File: src/rtl/lc3b_types.sv
// Shared types for the branch history unit: default history width and the
// layout of one in-flight branch checkpoint.
package lc3b_types;

    localparam int TABLE_INDEX = 7;
    localparam int QUEUE_DEPTH = 8;

    // Checkpoint saved per predicted branch: the PHT slot it used and the
    // global history in effect when it was predicted.
    typedef struct packed {
        logic [TABLE_INDEX-1:0] index;
        logic [TABLE_INDEX-1:0] ghr;
    } bq_entry_t;

endpackage

File: src/rtl/branch_checkpoint_fifo.sv
// In-order queue of branch checkpoints. Flush overrides push and pop in the
// same cycle; callers never push when full or pop when empty.
module branch_checkpoint_fifo
    import lc3b_types::*;
#(
    parameter int  depth   = QUEUE_DEPTH,
    parameter type entry_t = bq_entry_t
) (
    input  logic   clk,
    input  logic   rst,
    input  logic   push,
    input  entry_t push_data,
    input  logic   pop,
    input  logic   flush,
    output logic   full,
    output logic   empty,
    output entry_t head
);

    localparam int aw = $clog2(depth);

    logic [aw-1:0] wr_ptr_q, wr_ptr_d;
    logic [aw-1:0] rd_ptr_q, rd_ptr_d;
    logic [aw:0]   count_q, count_d;
    entry_t        mem_q [depth];
    entry_t        mem_d [depth];

    // Pointers are exactly log2(depth) bits wide, so increments wrap modulo depth.
    always_comb begin
        mem_d    = mem_q;
        wr_ptr_d = wr_ptr_q;
        rd_ptr_d = rd_ptr_q;
        count_d  = count_q;
        if (flush) begin
            wr_ptr_d = '0;
            rd_ptr_d = '0;
            count_d  = '0;
        end else begin
            if (push) begin
                mem_d[wr_ptr_q] = push_data;
                wr_ptr_d        = wr_ptr_q + aw'(1);
            end
            if (pop) begin
                rd_ptr_d = rd_ptr_q + aw'(1);
            end
            case ({push, pop})
                2'b10:   count_d = count_q + (aw+1)'(1);
                2'b01:   count_d = count_q - (aw+1)'(1);
                default: count_d = count_q;
            endcase
        end
    end

    always_ff @(posedge clk) begin
        if (rst) begin
            wr_ptr_q <= '0;
            rd_ptr_q <= '0;
            count_q  <= '0;
        end else begin
            wr_ptr_q <= wr_ptr_d;
            rd_ptr_q <= rd_ptr_d;
            count_q  <= count_d;
        end
        mem_q <= mem_d;
    end

    assign full  = (count_q == (aw+1)'(depth));
    assign empty = (count_q == '0);
    assign head  = mem_q[rd_ptr_q];

endmodule

File: src/rtl/branch_history_unit.sv
// Gshare index generation with speculative global history, checkpointed per
// in-flight branch so a mispredict can restore history and retrain the PHT.
module branch_history_unit
    import lc3b_types::*;
#(
    parameter int table_index = TABLE_INDEX,
    parameter int queue_depth = QUEUE_DEPTH
) (
    input  logic                   clk,
    input  logic                   rst,
    input  logic                   pred_req,
    input  logic [15:0]            pred_pc,
    input  logic                   pred_taken,
    output logic [table_index-1:0] pht_pred_ind,
    output logic                   pred_stall,
    input  logic                   resolve_valid,
    input  logic                   resolve_taken,
    input  logic                   resolve_mispredict,
    output logic                   ld_pht,
    output logic                   taken_in,
    output logic [table_index-1:0] pht_taken_ind,
    output logic [table_index-1:0] ghr
);

    typedef struct packed {
        logic [table_index-1:0] index;
        logic [table_index-1:0] ghr;
    } entry_t;

    logic [table_index-1:0] ghr_q, ghr_d;
    logic [table_index-1:0] upd_ind_q, upd_ind_d;
    logic                   ld_pht_q, ld_pht_d;
    logic                   taken_in_q, taken_in_d;
    logic                   do_pop, do_flush, accept;
    logic                   fifo_full, fifo_empty;
    entry_t                 push_entry, head_entry;
    logic                   unused_bits;

    assign unused_bits = ^{pred_pc[15:table_index+1], pred_pc[0], head_entry.ghr[table_index-1]};

    // Handshake: a branch is taken when pred_req is high and pred_stall is low
    // in the same cycle; resolve_valid is a one-cycle strobe for the oldest entry.
    always_comb begin
        pht_pred_ind    = pred_pc[table_index:1] ^ ghr_q;
        do_pop          = resolve_valid && !fifo_empty;
        do_flush        = do_pop && resolve_mispredict;
        accept          = pred_req && !fifo_full && !do_flush;
        push_entry      = '{index: pht_pred_ind, ghr: ghr_q};

        ghr_d = ghr_q;
        if (do_flush) begin
            ghr_d = {head_entry.ghr[table_index-2:0], resolve_taken};
        end else if (accept) begin
            ghr_d = {ghr_q[table_index-2:0], pred_taken};
        end

        ld_pht_d   = do_pop;
        taken_in_d = do_pop && resolve_taken;
        upd_ind_d  = do_pop ? head_entry.index : '0;
    end

    always_ff @(posedge clk) begin
        if (rst) begin
            ghr_q      <= '0;
            ld_pht_q   <= 1'b0;
            taken_in_q <= 1'b0;
            upd_ind_q  <= '0;
        end else begin
            ghr_q      <= ghr_d;
            ld_pht_q   <= ld_pht_d;
            taken_in_q <= taken_in_d;
            upd_ind_q  <= upd_ind_d;
        end
    end

    branch_checkpoint_fifo #(
        .depth   (queue_depth),
        .entry_t (entry_t)
    ) u_fifo (
        .clk       (clk),
        .rst       (rst),
        .push      (accept),
        .push_data (push_entry),
        .pop       (do_pop),
        .flush     (do_flush),
        .full      (fifo_full),
        .empty     (fifo_empty),
        .head      (head_entry)
    );

    assign pred_stall    = fifo_full;
    assign ld_pht        = ld_pht_q;
    assign taken_in      = taken_in_q;
    assign pht_taken_ind = upd_ind_q;
    assign ghr           = ghr_q;

endmodule
File: config.mk
export PLATFORM = sky130hd
export DESIGN_NAME = branch_history_unit
export DESIGN_NICKNAME = d
export VERILOG_FILES = /design/src/rtl/lc3b_types.sv /design/src/rtl/branch_checkpoint_fifo.sv /design/src/rtl/branch_history_unit.sv
export SDC_FILE = /design/constraint.sdc
export NUM_CORES = 1
export LEC_CHECK = 0
export ABC_AREA = 0
export CAP_MARGIN = 10
export CORE_ASPECT_RATIO = 2
export CORE_MARGIN = 2
export CORE_UTILIZATION = 57
export DETAILED_ROUTE_END_ITERATION = 7
export MAX_ROUTING_LAYER = met4
export PLACE_DENSITY = 0.82
export SYNTH_ARGS = -nofsm -noshare
export SYNTH_HDL_FRONTEND = slang
export SYNTH_SLANG_ARGS = --single-unit
File: constraint.sdc
create_clock -name clk -period 3.44 [get_ports clk]
set_clock_uncertainty 0.2 [all_clocks]
set_input_delay 0.344 -clock clk [delete_from_list [all_inputs] [get_ports clk]]
set_output_delay 0.344 -clock clk [all_outputs]
set_load 0.03 [all_outputs]
==> results of run 1 <==
## logic make-up after synthesis
| kind of cell | synth area share [%] |
|---|---|
| DFF | 70.7 |
| and+or+nand+nor | 5.46 |
| muxes | 15.0 |
| AOI/OAI and AO/OA | 3.20 |
| buffers and inverters | 1.99 |
| xor gates and xnor gates | 2.04 |
| adders and majority gates | 1.60 |
## registers in the layout, indices dropped and copies added, names as in the netlist
signal / count
u_fifo.wr_ptr_q: 3
u_fifo.count_q: 4
u_fifo.rd_ptr_q: 3
ghr: 7
pht_taken_ind: 7
ld_pht: 1
u_fifo.mem_q: 104
taken_in: 1
## metal layers
metal	vias up	track usage [%]	share of wire, %
li1	1229	-	-
met2	111	39.1	55
met5	-	-	0
met3	33	7.43	5.4
met1	1397	26.5	35
met4	0	12.2	3.9
## power groups by stage
stage	Sequential (mW)	Combinational (mW)	Clock, mW
6_report	2.12	1.08	1.81
5_1_grt	2.15	1.17	1.91
4_1_cts	2.12	1.09	1.84
3_5_place_dp	2.15	1.08	0
3_3_place_gp	2.14	1.05	0
2_1_floorplan	2.13	0.772	0
## layout by cell type, fill, tap and decap left out, types with 2 or more instances in the layout
cell,n
clkinv_4,3
nand2_1,8
clkinv_2,5
clkinvlp_4,3
edfxtp_1,104
a21oi_2,4
a21oi_1,3
bufinv_16,3
ha_1,5
o21ai_0,5
o21ai_1,2
nor3_2,4
nand2b_1,2
xor2_1,11
nand2_4,3
clkdlybuf4s50_1,37
or3_1,7
nand3_1,3
dfxtp_1,25
mux4_2,26
buf_4,16
nor2_1,19
mux2i_1,19
clkbuf_16,17
inv_1,8
## tightest hold or removal path, cell delays in order, from the launching register on
cell and delay, ps:
dfxtp_1 350, nand3_1 100, a21oi_2 50
## per-stage QoR
step | total power [mW] | hold slack [ps]
after floorplan | 2.90 | 212
after global placement | 3.19 | 331
after detailed placement | 3.23 | 336
after CTS | 5.05 | 342
after global routing | 5.22 | 380
final | 5.01 | 341
## area by class of cell
type | count | area [µm²] | area share, %
timing repair buffer | 53 | 490 | 7.75
clock inverter | 14 | 164 | 2.59
multi-input combinational | 134 | 1430 | 22.6
tap | 102 | 128 | 2.02
inverter | 9 | 33.8 | 0.534
sequential | 130 | 3640 | 57.6
clock buffer | 18 | 439 | 6.94
## how the worst max path moves through the flow
stage / cells after the start / end / from / slack (ps)
2_1_floorplan: 3 / u_fifo.mem_q[100] / u_fifo.count_q[0] / 580
3_3_place_gp: 9 / u_fifo.count_q[3] / resolve_mispredict / 650
3_5_place_dp: 9 / u_fifo.count_q[3] / resolve_mispredict / 600
4_1_cts: 2 / pht_pred_ind[5] / ghr[5] / 560
5_1_grt: 2 / pht_pred_ind[5] / ghr[5] / 460
6_report: 2 / pht_pred_ind[5] / ghr[5] / 620
==> results.yml, run 1 <==
synth:
  synth_cells: 282
  synth-async-reset-ratio_pct: 0
  yosys.area.top_type_share_pct: 60.6
  synth_area_leaders: "edfxtp_1, mux4_2, dfxtp_1, mux2i_1, xor2_1"
  synth_common_cells: "edfxtp_1, dfxtp_1, mux4_2"
  yosysMostFrequentCell: "edfxtp_1"
  synth_edf_count: 104
  synthFlopType: "edfxtp_1"
  syn_area_per_cell_um2: 18.3
  syn-cell-area_um2: 5160
  ys_ff_latch: 130
  ys_seq_area_share_pct: 70.7
  yosys.area.top_type: "edfxtp_1"
  ys_warn_count: 0
  syn_nets: 311
  ys_types: 36
timing:
  period_minus_slack_ps: 2820
  worst_slack_ps: 620
  rsz0062_at_grt: "no"
  finalSetupViolations: 0
  finalCritPeriodShare_pct: 82.0
  tightestPinTransition_ps: 1030
  setup_total_negative_slack_ps: 0
  max_freq_mhz: 355
  timing_hold_violations_final: 0
  relSlewSlack_pct: 31.5
  slew_viol_final: 0
die:
  initial_core_util_pct: 58.0
  die_y_um: 139
  die_area_um2: 9870
  ios: 47
  die_w_um: 71.3
  row_count: 49
  core-area_um2: 8890
routing:
  drt_wl_total_mm: 10.3
  wire_per_inst_um: 22.5
  drc: 0
  first_pass_iters: 4
  drt_iter0_drc: 189
  postRouteAntennaNets: 0
  routed-via-count: 2770
  drt-vias-per-instance: 6.02
power_and_ir_drop:
  sequentialPowerShare_pct: 42.2
  cell_internal_pwr_mw: 3.62
  p_per_area_nw_per_um2: 791
  switching_share_pct: 27.8
  combPwrFrac_pct: 21.6
  ir_worst_vdd_v: 0.000569
  p_switching_mw: 1.39
  leakagePower_nw: 2.17
  p_clk_share_pct: 36.2
clock_network:
  postCtsSetupBuffers: 0
  htreeDepth: 4
  cts-buffers-inserted: 17
  clk_path_buf_depth: 2
  holdBufCountCts: 0
  worstSkewPairLatency_ps: 410
  cts-root-buf: "clkbuf_16"
  cts_tree: "built"
  cts.sinks: 130
  path_clk_slew_ps: 60
  cts_resized: 0
flow_run:
  drv_cap: 0
layout:
  final_cells: 460
  final_layout_size_suffix_gt1_share_pct: 26.3
  nNetsFinal: 374
  syn2layout_area_growth_pct: 22.8
  fillers: 509
  final_util_pct: 71.2
  antenna_cells: 0
  design_area_um2: 6330
setup_path:
  rrSetupSlack_ps: 710
  slowest_stage: "clkdlybuf4s50_1"
  max_stage_delay_ps: 780
  cpLargestDelayFamily: "buffers and inverters"
  reg2reg_depth: 6
  cp-start-kind: "flip-flop"
  crit_fanout: 12
  worstSetupEndpointType: "primary output"
  r2r-start: "u_fifo.count_q[0]"
  worstReg2RegEnd: "u_fifo.mem_q[21]"
  path_class: "reg2out"
  crit_required_ps: 2900
  crit_chain: "xor2_1 > clkdlybuf4s50_1"
  crit_buf_inv: 1
  cp.arrival_ps: 2280
placed_design:
  port_buffers: 37
  placed_cells: 428
  preCtsSetupSlack_ps: 599
  gp_congestion: 0.748
  place_area_um2: 5730
  hpwl_mm: 6.31
grt:
  grt_pass1_wl_mm: 16.4
  grt_pass1_vias: 2933
  grt_usage_pct: 24.2
  grt_max_degree: 24
  grt_antenna_before_repair: 0
  overflow: 0
worst_hold_path:
  min_from: "u_fifo.count_q[3]"
  hp-class: "reg2reg"
  hold_path_end: "u_fifo.count_q[3]"
  hold_path_depth: 2
outcome:
  status: "completed"
Power figures use the tool's default switching activity.
==> run 2, diff against run 1 <==
Clock period 3.44 ns to 2.86 ns, I/O delays scaled along.
==> results.yml, run 2 (synthesis results as in run 1) <==
timing:
  rsz0062_at_grt: "no"
  setup_total_negative_slack_ps: 0
  timing_hold_violations_final: 0
  finalSetupViolations: 0
  max_freq_mhz: 379
  hold_ws_ps: 288
  relSlewSlack_pct: 60.6
  tightestPinTransition_ps: 587
  slew_viol_final: 0
  finalCritPeriodShare_pct: 92.2
  period_minus_slack_ps: 2640
placed_design:
  hpwl_mm: 6.62
  gp_congestion: 0.803
  port_buffers: 37
power_and_ir_drop:
  p_per_area_nw_per_um2: 932
  p_total_mw: 5.96
  ir_worst_vdd_v: 0.000611
  leakagePower_nw: 2.21
die:
  die_w_um: 71.3
  die_area_um2: 9870
  core-area_um2: 8890
  initial_core_util_pct: 58.0
  die_y_um: 139
  ios: 47
  row_count: 49
clock_network:
  cts.sinks: 130
  cts-buffers-inserted: 17
  cts-root-buf: "clkbuf_16"
  postCtsSetupBuffers: 0
  cts_tree: "built"
  worstSkewPairLatency_ps: 410
  htreeDepth: 4
  clk_path_buf_depth: 2
  holdBufCountCts: 0
  cts_resized: 0
  path_clk_slew_ps: 60
layout:
  syn2layout_area_growth_pct: 24.1
  largest_reg_flops: 104
  final_cell_mix: "edfxtp_1, clkdlybuf4s50_1, buf_4"
  nNetsFinal: 387
  regMostFlops: "u_fifo.mem_q"
  final_layout_size_suffix_gt1_share_pct: 28.3
  antenna_cells: 0
  final_common_cell: "edfxtp_1"
setup_path:
  cp-start-kind: "flip-flop"
  critPathLaunch: "u_fifo.count_q[0]"
  cp.arrival_ps: 2150
  crit_fanout: 5
  worstSetupEndpointType: "primary output"
  path_class: "reg2out"
  crit_required_ps: 2370
  r2r-start: "u_fifo.count_q[0]"
routing:
  drt_iter0_drc: 185
  drt_wl_total_mm: 10.6
  routed-via-count: 2768
  drc: 0
  drt-vias-per-instance: 5.85
  first_pass_iters: 4
  wire_per_inst_um: 22.3
  postRouteAntennaNets: 0
grt:
  grt_usage_pct: 24.2
  grt_max_degree: 17
  overflow: 0
  grt_pass1_wl_mm: 16.6
  grt_antenna_before_repair: 0
  grt_pass1_vias: 2929
outcome:
  status: "completed"
worst_hold_path:
  hp-class: "in2reg"
  min_from: "pred_taken"
flow_run:
  drv_cap: 0
-- run 2: final cells by class --
type / instances / area [µm²]
Timing Repair Buffer: 66 / 601
Multi-Input combinational cell: 134 / 1430
Inverter: 9 / 33.8
Fill cell: 505 / 2490
Clock buffer: 18 / 429
Sequential cell: 130 / 3640
Tap cell: 102 / 128
Clock inverter: 14 / 130
-- run 2: per-layer routing --
metal	part of all wire (%)	track usage [%]	wire length, µm	up-vias
met5	0	-	0	-
li1	-	-	-	1258
met2	55	38.9	5850	84
met4	1.8	9.73	193	0
met1	39	28.4	4070	1409
met3	4.1	7.00	435	17
-- run 2: worst max-delay path, stage by stage (launching register included) --
cell and delay, ps:
dfxtp_1 380, or4b_4 620, inv_1 80, clkdlybuf4s50_1 660
-- run 2: path summary, 6_finish.rpt --
check | endpoint | slack (ps) | depth (start not counted)
setup / recovery | pred_stall | 220 | 3
hold / removal | ghr[0] | 290 | 3
hold reg to reg | u_fifo.mem_q[103] | 330 | 0
setup reg to reg | u_fifo.count_q[3] | 240 | 8
-- run 2: through the flow --
step           setup slack [ps]  instances  util (%)  cell area (µm²)
6_report                    222        473      72.0             6400
3_3_place_gp                317        441      65.7             5840
3_5_place_dp                220        441      65.7             5840
4_1_cts                     198        473      72.0             6400
5_1_grt                    62.4        473      72.0             6400
2_1_floorplan              2.94        282         -             5160
-- run 2: power breakdown --
part	internal, mW	switching, mW
combinational	0.688	0.778
sequential	2.33	0.138
clock	1.20	0.820
